==> src/rtl/astro_pkg.sv <==
// Shared constants for the Astrocade ROM arbiter: region map and FSM encoding.
package astro_pkg;

    localparam logic [13:0] BIOS_BASE   = 14'h0000;
    localparam logic [13:0] CART_BASE   = 14'h2000;
    localparam int          REGION_SIZE = 8192;

    // State encoding kept as plain constants so older code that compares
    // raw 2-bit values keeps working.
    //  state    | meaning
    //  ST_IDLE  | serve BIOS/cart reads from the shared memory
    //  ST_LOAD  | download active, waiting for a word strobe
    //  ST_HI    | write the high byte of the latched word, ioctl_wait high
    //  ST_FILL  | pad the rest of the cartridge region with FILL_BYTE
    typedef logic [1:0] state_t;
    localparam state_t ST_IDLE = 2'd0;
    localparam state_t ST_LOAD = 2'd1;
    localparam state_t ST_HI   = 2'd2;
    localparam state_t ST_FILL = 2'd3;

endpackage

==> src/rtl/rom_load_arbiter.sv <==
// Shared BIOS/cartridge ROM arbiter: unpacks HPS download words into byte
// writes, pads short cartridges, and serves two registered read ports.
module rom_load_arbiter
    import astro_pkg::*;
#(
    parameter int          REGION_AW = 13,
    parameter logic [7:0]  FILL_BYTE = 8'hFF
) (
    input  logic                 clk_sys,
    input  logic                 reset,
    input  logic                 ioctl_download,
    input  logic [7:0]           ioctl_index,
    input  logic                 ioctl_wr,
    input  logic [24:0]          ioctl_addr,
    input  logic [15:0]          ioctl_dout,
    output logic                 ioctl_wait,
    input  logic [REGION_AW-1:0] bios_addr,
    input  logic                 bios_cs_n,
    output logic [7:0]           bios_do,
    input  logic [REGION_AW-1:0] cart_addr,
    input  logic                 cart_cs_n,
    output logic [7:0]           cart_do,
    output logic [REGION_AW:0]   mem_addr,
    output logic [7:0]           mem_din,
    output logic                 mem_we,
    input  logic [7:0]           mem_q,
    output logic [13:0]          cart_size,
    output logic                 busy
);

    localparam logic [REGION_AW-1:0] REGION_LAST = '1;

    state_t                state_q, state_d;
    logic                  dl_q, dl_d;
    logic [15:0]           word_q, word_d;
    logic [24:0]           addr_q, addr_d;
    logic                  cart_q, cart_d;
    logic                  last_cart_q, last_cart_d;
    logic [13:0]           cart_size_q, cart_size_d;
    logic [REGION_AW-1:0]  fill_n_q, fill_n_d;
    logic                  bios_gnt_q, bios_gnt_d;
    logic                  cart_gnt_q, cart_gnt_d;
    logic [7:0]            bios_do_q, bios_do_d;
    logic [7:0]            cart_do_q, cart_do_d;

    logic                  dl_rise, dl_fall;
    logic                  idx_ok, idx_cart;
    logic                  wr_in_range, hi_in_range;
    logic [25:0]           end_w;
    logic [13:0]           end_sat;
    logic [13:0]           size_after_hi;
    logic [7:0]            cap_data;

    // Download edges, index decode and the saturating cartridge high-water mark.
    always_comb begin
        dl_rise       = ioctl_download & ~dl_q;
        dl_fall       = ~ioctl_download & dl_q;
        idx_cart      = (ioctl_index == 8'd1);
        idx_ok        = (ioctl_index == 8'd0) || idx_cart;
        wr_in_range   = (ioctl_addr < 25'(REGION_SIZE));
        hi_in_range   = (addr_q < 25'(REGION_SIZE));
        end_w         = {1'b0, addr_q} + 26'd2;
        end_sat       = (end_w >= 26'(REGION_SIZE)) ? 14'(REGION_SIZE) : end_w[13:0];
        size_after_hi = (cart_q && (end_sat > cart_size_q)) ? end_sat : cart_size_q;
    end

    // Sequencer: memory port mux, download unpacking and cartridge padding.
    always_comb begin
        state_d     = state_q;
        dl_d        = ioctl_download;
        word_d      = word_q;
        addr_d      = addr_q;
        cart_d      = cart_q;
        last_cart_d = last_cart_q;
        cart_size_d = cart_size_q;
        fill_n_d    = fill_n_q;
        mem_addr    = '0;
        mem_din     = 8'h00;
        mem_we      = 1'b0;

        case (state_q)
            ST_IDLE: begin
                if (!bios_cs_n) begin
                    mem_addr = BIOS_BASE | {1'b0, bios_addr};
                end else if (!cart_cs_n) begin
                    mem_addr = CART_BASE | {1'b0, cart_addr};
                end
                if (dl_rise) begin
                    state_d     = ST_LOAD;
                    last_cart_d = idx_cart;
                    if (idx_cart) begin
                        cart_size_d = '0;
                    end
                end
            end

            ST_LOAD: begin
                if (dl_fall) begin
                    if (last_cart_q && (cart_size_q < 14'(REGION_SIZE))) begin
                        state_d  = ST_FILL;
                        fill_n_d = cart_size_q[REGION_AW-1:0];
                    end else begin
                        state_d = ST_IDLE;
                    end
                end else if (ioctl_wr && idx_ok) begin
                    word_d      = ioctl_dout;
                    addr_d      = ioctl_addr;
                    cart_d      = idx_cart;
                    last_cart_d = idx_cart;
                    mem_addr    = {ioctl_index[0], ioctl_addr[REGION_AW-1:0]};
                    mem_din     = ioctl_dout[7:0];
                    mem_we      = wr_in_range;
                    state_d     = ST_HI;
                end
            end

            ST_HI: begin
                // Address is even, so +1 never carries out of the region.
                mem_addr    = {cart_q, addr_q[REGION_AW-1:0] + 1'b1};
                mem_din     = word_q[15:8];
                mem_we      = hi_in_range;
                cart_size_d = size_after_hi;
                if (dl_fall) begin
                    if (last_cart_q && (size_after_hi < 14'(REGION_SIZE))) begin
                        state_d  = ST_FILL;
                        fill_n_d = size_after_hi[REGION_AW-1:0];
                    end else begin
                        state_d = ST_IDLE;
                    end
                end else begin
                    state_d = ST_LOAD;
                end
            end

            ST_FILL: begin
                if (dl_rise) begin
                    state_d     = ST_LOAD;
                    last_cart_d = idx_cart;
                    if (idx_cart) begin
                        cart_size_d = '0;
                    end
                end else begin
                    mem_addr = CART_BASE | {1'b0, fill_n_q};
                    mem_din  = FILL_BYTE;
                    mem_we   = 1'b1;
                    if (fill_n_q == REGION_LAST) begin
                        state_d = ST_IDLE;
                    end else begin
                        fill_n_d = fill_n_q + 1'b1;
                    end
                end
            end

            default: state_d = ST_IDLE;
        endcase
    end

    // Read return path: remember who was granted, capture mem_q one cycle later.
    always_comb begin
        bios_gnt_d = (state_q == ST_IDLE) && !bios_cs_n;
        cart_gnt_d = (state_q == ST_IDLE) && bios_cs_n && !cart_cs_n;
        cap_data   = (state_q == ST_IDLE) ? mem_q : 8'hFF;
        bios_do_d  = bios_gnt_q ? cap_data : bios_do_q;
        cart_do_d  = cart_gnt_q ? cap_data : cart_do_q;
    end

    // State and datapath registers.
    always_ff @(posedge clk_sys or posedge reset) begin
        if (reset) begin
            state_q     <= ST_IDLE;
            dl_q        <= 1'b0;
            word_q      <= '0;
            addr_q      <= '0;
            cart_q      <= 1'b0;
            last_cart_q <= 1'b0;
            cart_size_q <= '0;
            fill_n_q    <= '0;
            bios_gnt_q  <= 1'b0;
            cart_gnt_q  <= 1'b0;
            bios_do_q   <= 8'hFF;
            cart_do_q   <= 8'hFF;
        end else begin
            state_q     <= state_d;
            dl_q        <= dl_d;
            word_q      <= word_d;
            addr_q      <= addr_d;
            cart_q      <= cart_d;
            last_cart_q <= last_cart_d;
            cart_size_q <= cart_size_d;
            fill_n_q    <= fill_n_d;
            bios_gnt_q  <= bios_gnt_d;
            cart_gnt_q  <= cart_gnt_d;
            bios_do_q   <= bios_do_d;
            cart_do_q   <= cart_do_d;
        end
    end

    // Status outputs.
    always_comb begin
        ioctl_wait = (state_q == ST_HI);
        busy       = (state_q != ST_IDLE);
        cart_size  = cart_size_q;
        bios_do    = bios_do_q;
        cart_do    = cart_do_q;
    end

endmodule

==> config.mk <==
export PLATFORM = sky130hd
export DESIGN_NAME = rom_load_arbiter
export DESIGN_NICKNAME = d
export VERILOG_FILES = /design/src/rtl/astro_pkg.sv /design/src/rtl/rom_load_arbiter.sv
export SDC_FILE = /design/constraint.sdc
export NUM_CORES = 1
export LEC_CHECK = 0
export CAP_MARGIN = 40
export CORE_ASPECT_RATIO = 0.7
export CORE_MARGIN = 5
export CORE_UTILIZATION = 53
export CTS_BUF_LIST = sky130_fd_sc_hd__clkbuf_4
export DETAILED_ROUTE_END_ITERATION = 10
export PLACE_DENSITY_LB_ADDON = 0.15
export SYNTH_ARGS = -nofsm -noshare
export SYNTH_HDL_FRONTEND = slang
export SYNTH_SLANG_ARGS = --single-unit
==> constraint.sdc <==
create_clock -name clk_sys -period 7.5 [get_ports clk_sys]
set_input_delay 0.75 -clock clk_sys [delete_from_list [all_inputs] [get_ports clk_sys]]
set_output_delay 0.75 -clock clk_sys [all_outputs]
set_load 0.02 [all_outputs]
==> summary.txt <==
Synth
  • Ys Warns: 0
  • Netlist cell types: 73
  • Cells after Synth: 661
  • Post-synth EDFFs: 0
  • Syn_nets: just under 800
  • Syn avg cell area: around 8.6 um^2
  • Mapped cell area: about 5700 um^2
  • Asr flop ratio synth: 1.00
  • #FFs+latches synth: 83
  • Post-synthesis sequential area ratio: 0.370
  • Most used DFF post-synth: dfrtp_1

Finish
  • # diodes: 0
  • Most frequent cells in the layout: clkdlybuf4s50_1, nand2_1, dfrtp_1
  • Share of the core filled with cells: 0.699
  • P&R area growth vs syn: 28.3%
  • Fill cells: around 820
  • Final Instance Area: around 7300 um^2
  • Sequential cell area: approximately 2100 um^2
  • Leading cell type in the layout, fill and taps excluded: clkdlybuf4s50_1
  • Layout cell share with drive strength beyond 1: 0.0893
  • Area of the multi-input gates: 3200 um^2
  • Final net count: a little under 900

Placed design
  • DP Area: between 7000 and 8000 um^2
  • Port bufs: about 140
  • DP Wirelength: between 10000 and 15000 um
  • Routability cong.: 0.891

Detailed routing
  • Drt drc: 0
  • ANT nets after route: 0
  • Avg Vias per Cell: around 6.1
  • Initial DRC count: between 500 and 600
  • Drt pass-1 iters: 5
  • Via count: around 5600
  • Final wirelength: 18100 um
  • Routed length per instance: a little under 20 um

Worst setup path
  • Crit path kind: reg2reg
  • Worst EP arrival: ~5.7 ns
  • Critical-path maximum fanout: 17
  • Crit end category: flop
  • Worst Path Required: about 8 ns
  • Crit start category: flop

STA
  • Slew headroom: 0.442
  • Setup TNS: 0 ns
  • Unrepaired setup endpoints after global routing: no
  • Clock skew: around 0.0095 ns
  • Final Critical Period: roughly 5.3 ns
  • Achievable Freq: between 150 and 200 MHz
  • Final period util: 0.712
  • Fin. max-slew vios: 0
  • Setup-failing EPs final: 0
  • Final Hold Vio Count: 0
  • Worst Max-Slew Pin Slew: 0.831 ns

Die
  • Core area: around 10000 um^2
  • Die area: ~13000 um^2
  • I/O Pins: roughly 140
  • Starting Density: 0.545
  • Die Y: between 90 and 100 um
  • Die X: approximately 130 um
  • Rows: 31

Global route
  • Vias in the first global route: 5744
  • Largest net degree at the start of global routing: 53
  • Initial antenna violation count: 0
  • First-pass GRT wire length: 29200 um
  • GR Util All Layers: 0.284
  • Total congestion overflow: 0

Run
  • Max-cap viol count: 0

CTS
  • Postcts setup bufs: 0
  • CTS Hold Bufs: 0
  • H-tree levels: 3
  • Clock sinks: between 80 and 90
  • CTS root buf: clkbuf_4
  • Reg clk slew, reported paths: ~0.14 ns
  • Cts repair resizes: 0
  • CTS tree: done
  • Worst-Skew Late Latency: about 0.45 ns
  • Max clock buf depth: 2
  • Num CTS Buffers: 9

Pwr
  • IR drop worst, VDD: between 0.1 and 0.15 mV
  • Leakage power: around 0.0032 uW
  • Pwr per Cell Area: about 270 nW/um^2

Outcome
  • Status: completed

Worst hold path
  • HP Class: in2async
-- where the power goes --
group	internal [uW]	switching [uW]	total (uW)
logic	464	587	1050
clock network	105	172	278
registers	549	101	650
total	1120	860	1980
-- stage by stage --
stage | setup slack, ns | cells | total power (uW) | hold WS, ns
5_1_grt | 1.90 | 916 | 2080 | 0.445
6_report | 2.16 | 916 | 1980 | 0.466
4_1_cts | 2.28 | 916 | 1970 | 0.451
3_5_place_dp | 2.28 | 900 | 1690 | 0.465
3_3_place_gp | 2.40 | 894 | 1640 | 0.453
2_1_floorplan | 3.03 | 661 | 1280 | 0.439
-- flip-flops by register name, indices dropped and copies added, names as in the netlist, 2 cells and up --
register and cells:
word_q 8, bios_do 8, cart_size 14, fill_n_q 13, state_q 2, cart_do 8, addr_q 25
-- critical path, cell delays in order (launching register included) --
cell and delay [ns]:
dfrtp_1 0.51, ha_1 0.43, inv_1 0.13, nor4_4 0.37
nand4_1 0.17, mux2_4 0.35, a211oi_4 0.33, nand3_2 0.35
nor2_1 0.21, ha_1 0.18, nand4_1 0.20, or4_1 0.55
nand3_1 0.10, a21oi_1 0.09, and3_1 0.23, a211oi_4 0.54
nor2_8 0.12, mux2_1 0.36
-- synthesized netlist by cell type (2+ instances only) --
| library cell | count | area (um^2) |
|---|---|---|
| xnor2_1 | 25 | 219 |
| o211ai_1 | 2 | 15.0 |
| a211oi_1 | 2 | 15.0 |
| or2_2 | 3 | 18.8 |
| nand3_1 | 23 | 115 |
| inv_1 | 30 | 113 |
| o21ai_0 | 10 | 50.1 |
| mux2i_1 | 6 | 60.1 |
| nor3_1 | 8 | 40.0 |
| a21oi_1 | 32 | 160 |
| ha_1 | 22 | 275 |
| xor2_1 | 9 | 78.8 |
| buf_2 | 3 | 15.0 |
| and4_1 | 2 | 17.5 |
| and3_2 | 3 | 22.5 |
| or4_1 | 3 | 22.5 |
| mux2_2 | 5 | 56.3 |
| a211oi_4 | 2 | 40.0 |
| o2bb2ai_1 | 12 | 105 |
| nor4_1 | 14 | 87.6 |
| a21o_1 | 2 | 15.0 |
| a41oi_1 | 3 | 26.3 |
| clkbuf_4 | 2 | 15.0 |
| dfstp_2 | 16 | 420 |
| a22oi_1 | 8 | 60.1 |
| nor3b_1 | 2 | 15.0 |
| nand4_1 | 13 | 81.3 |
| mux2_1 | 4 | 45.0 |
| clkbuf_1 | 30 | 113 |
| a31oi_1 | 12 | 75.1 |
| and3_1 | 8 | 50.1 |
| buf_6 | 3 | 33.8 |
| nor2_1 | 60 | 225 |
| a221o_1 | 9 | 90.1 |
| nand2_1 | 132 | 495 |
| buf_4 | 3 | 22.5 |
| a31o_2 | 3 | 26.3 |
| a221oi_1 | 22 | 193 |
| dfrtp_1 | 67 | 1680 |
| and2_1 | 5 | 31.3 |
| a222oi_1 | 3 | 30.0 |
| clkbuf_8 | 3 | 41.3 |
| nor4_4 | 2 | 42.5 |
| o31ai_1 | 4 | 30.0 |
-- logic make-up (layout without fill, tap and decap cells) --
| kind of cell | after synthesis | in the layout | synth area share |
|---|---|---|---|
| buffers and inverters | 77 | 200 | 0.0645 |
| xor gates and xnor gates | 34 | 34 | 0.0526 |
| adders and majority gates | 23 | 23 | 0.0504 |
| and+or+nand+nor | 290 | 290 | 0.248 |
| muxes | 16 | 16 | 0.0312 |
| AOI/OAI and AO/OA | 138 | 138 | 0.182 |
| DFF | 83 | 83 | 0.370 |
-- area by class of cell --
cell class | instances | share of cell area
Clock buffer | 10 | 0.0103
Clock inverter | 6 | 0.00896
Inverter | 31 | 0.0162
Multi-Input combinational cell | 501 | 0.440
Sequential cell | 83 | 0.289
Tap cell | 132 | 0.0227
Timing Repair Buffer | 153 | 0.213
-- worst paths after layout --
kind                                        startpoint                 endpoint  slack (ns)  cells after the start
worst min register to register  word_q[15]$_DFFE_PP0P_   word_q[15]$_DFFE_PP0P_        0.50                      2
worst max register to register   addr_q[2]$_DFFE_PP0P_  fill_n_q[3]$_DFFE_PP0P_        2.16                     17
min in group clk_sys            word_q[15]$_DFFE_PP0P_   word_q[15]$_DFFE_PP0P_        0.50                      2
max in group asynchronous                        reset   cart_do[7]$_DFFE_PP1P_        6.10                      4
worst min-delay path                             reset   addr_q[20]$_DFFE_PP0P_        0.47                      2
worst max-delay path             addr_q[2]$_DFFE_PP0P_  fill_n_q[3]$_DFFE_PP0P_        2.16                     17
-- layer usage --
| metal | vias to the layer above | routed length, um | GRT usage |
|---|---|---|---|
| met3 | 38 | 1550 | 0.0735 |
| met2 | 285 | 8320 | 0.449 |
| met1 | 2702 | 7950 | 0.390 |
| met5 | - | 0 | 0 |
| met4 | 0 | 279 | 0.0788 |
| li1 | 2603 | - | - |
Note: power is estimated with default switching activity, not from simulation.
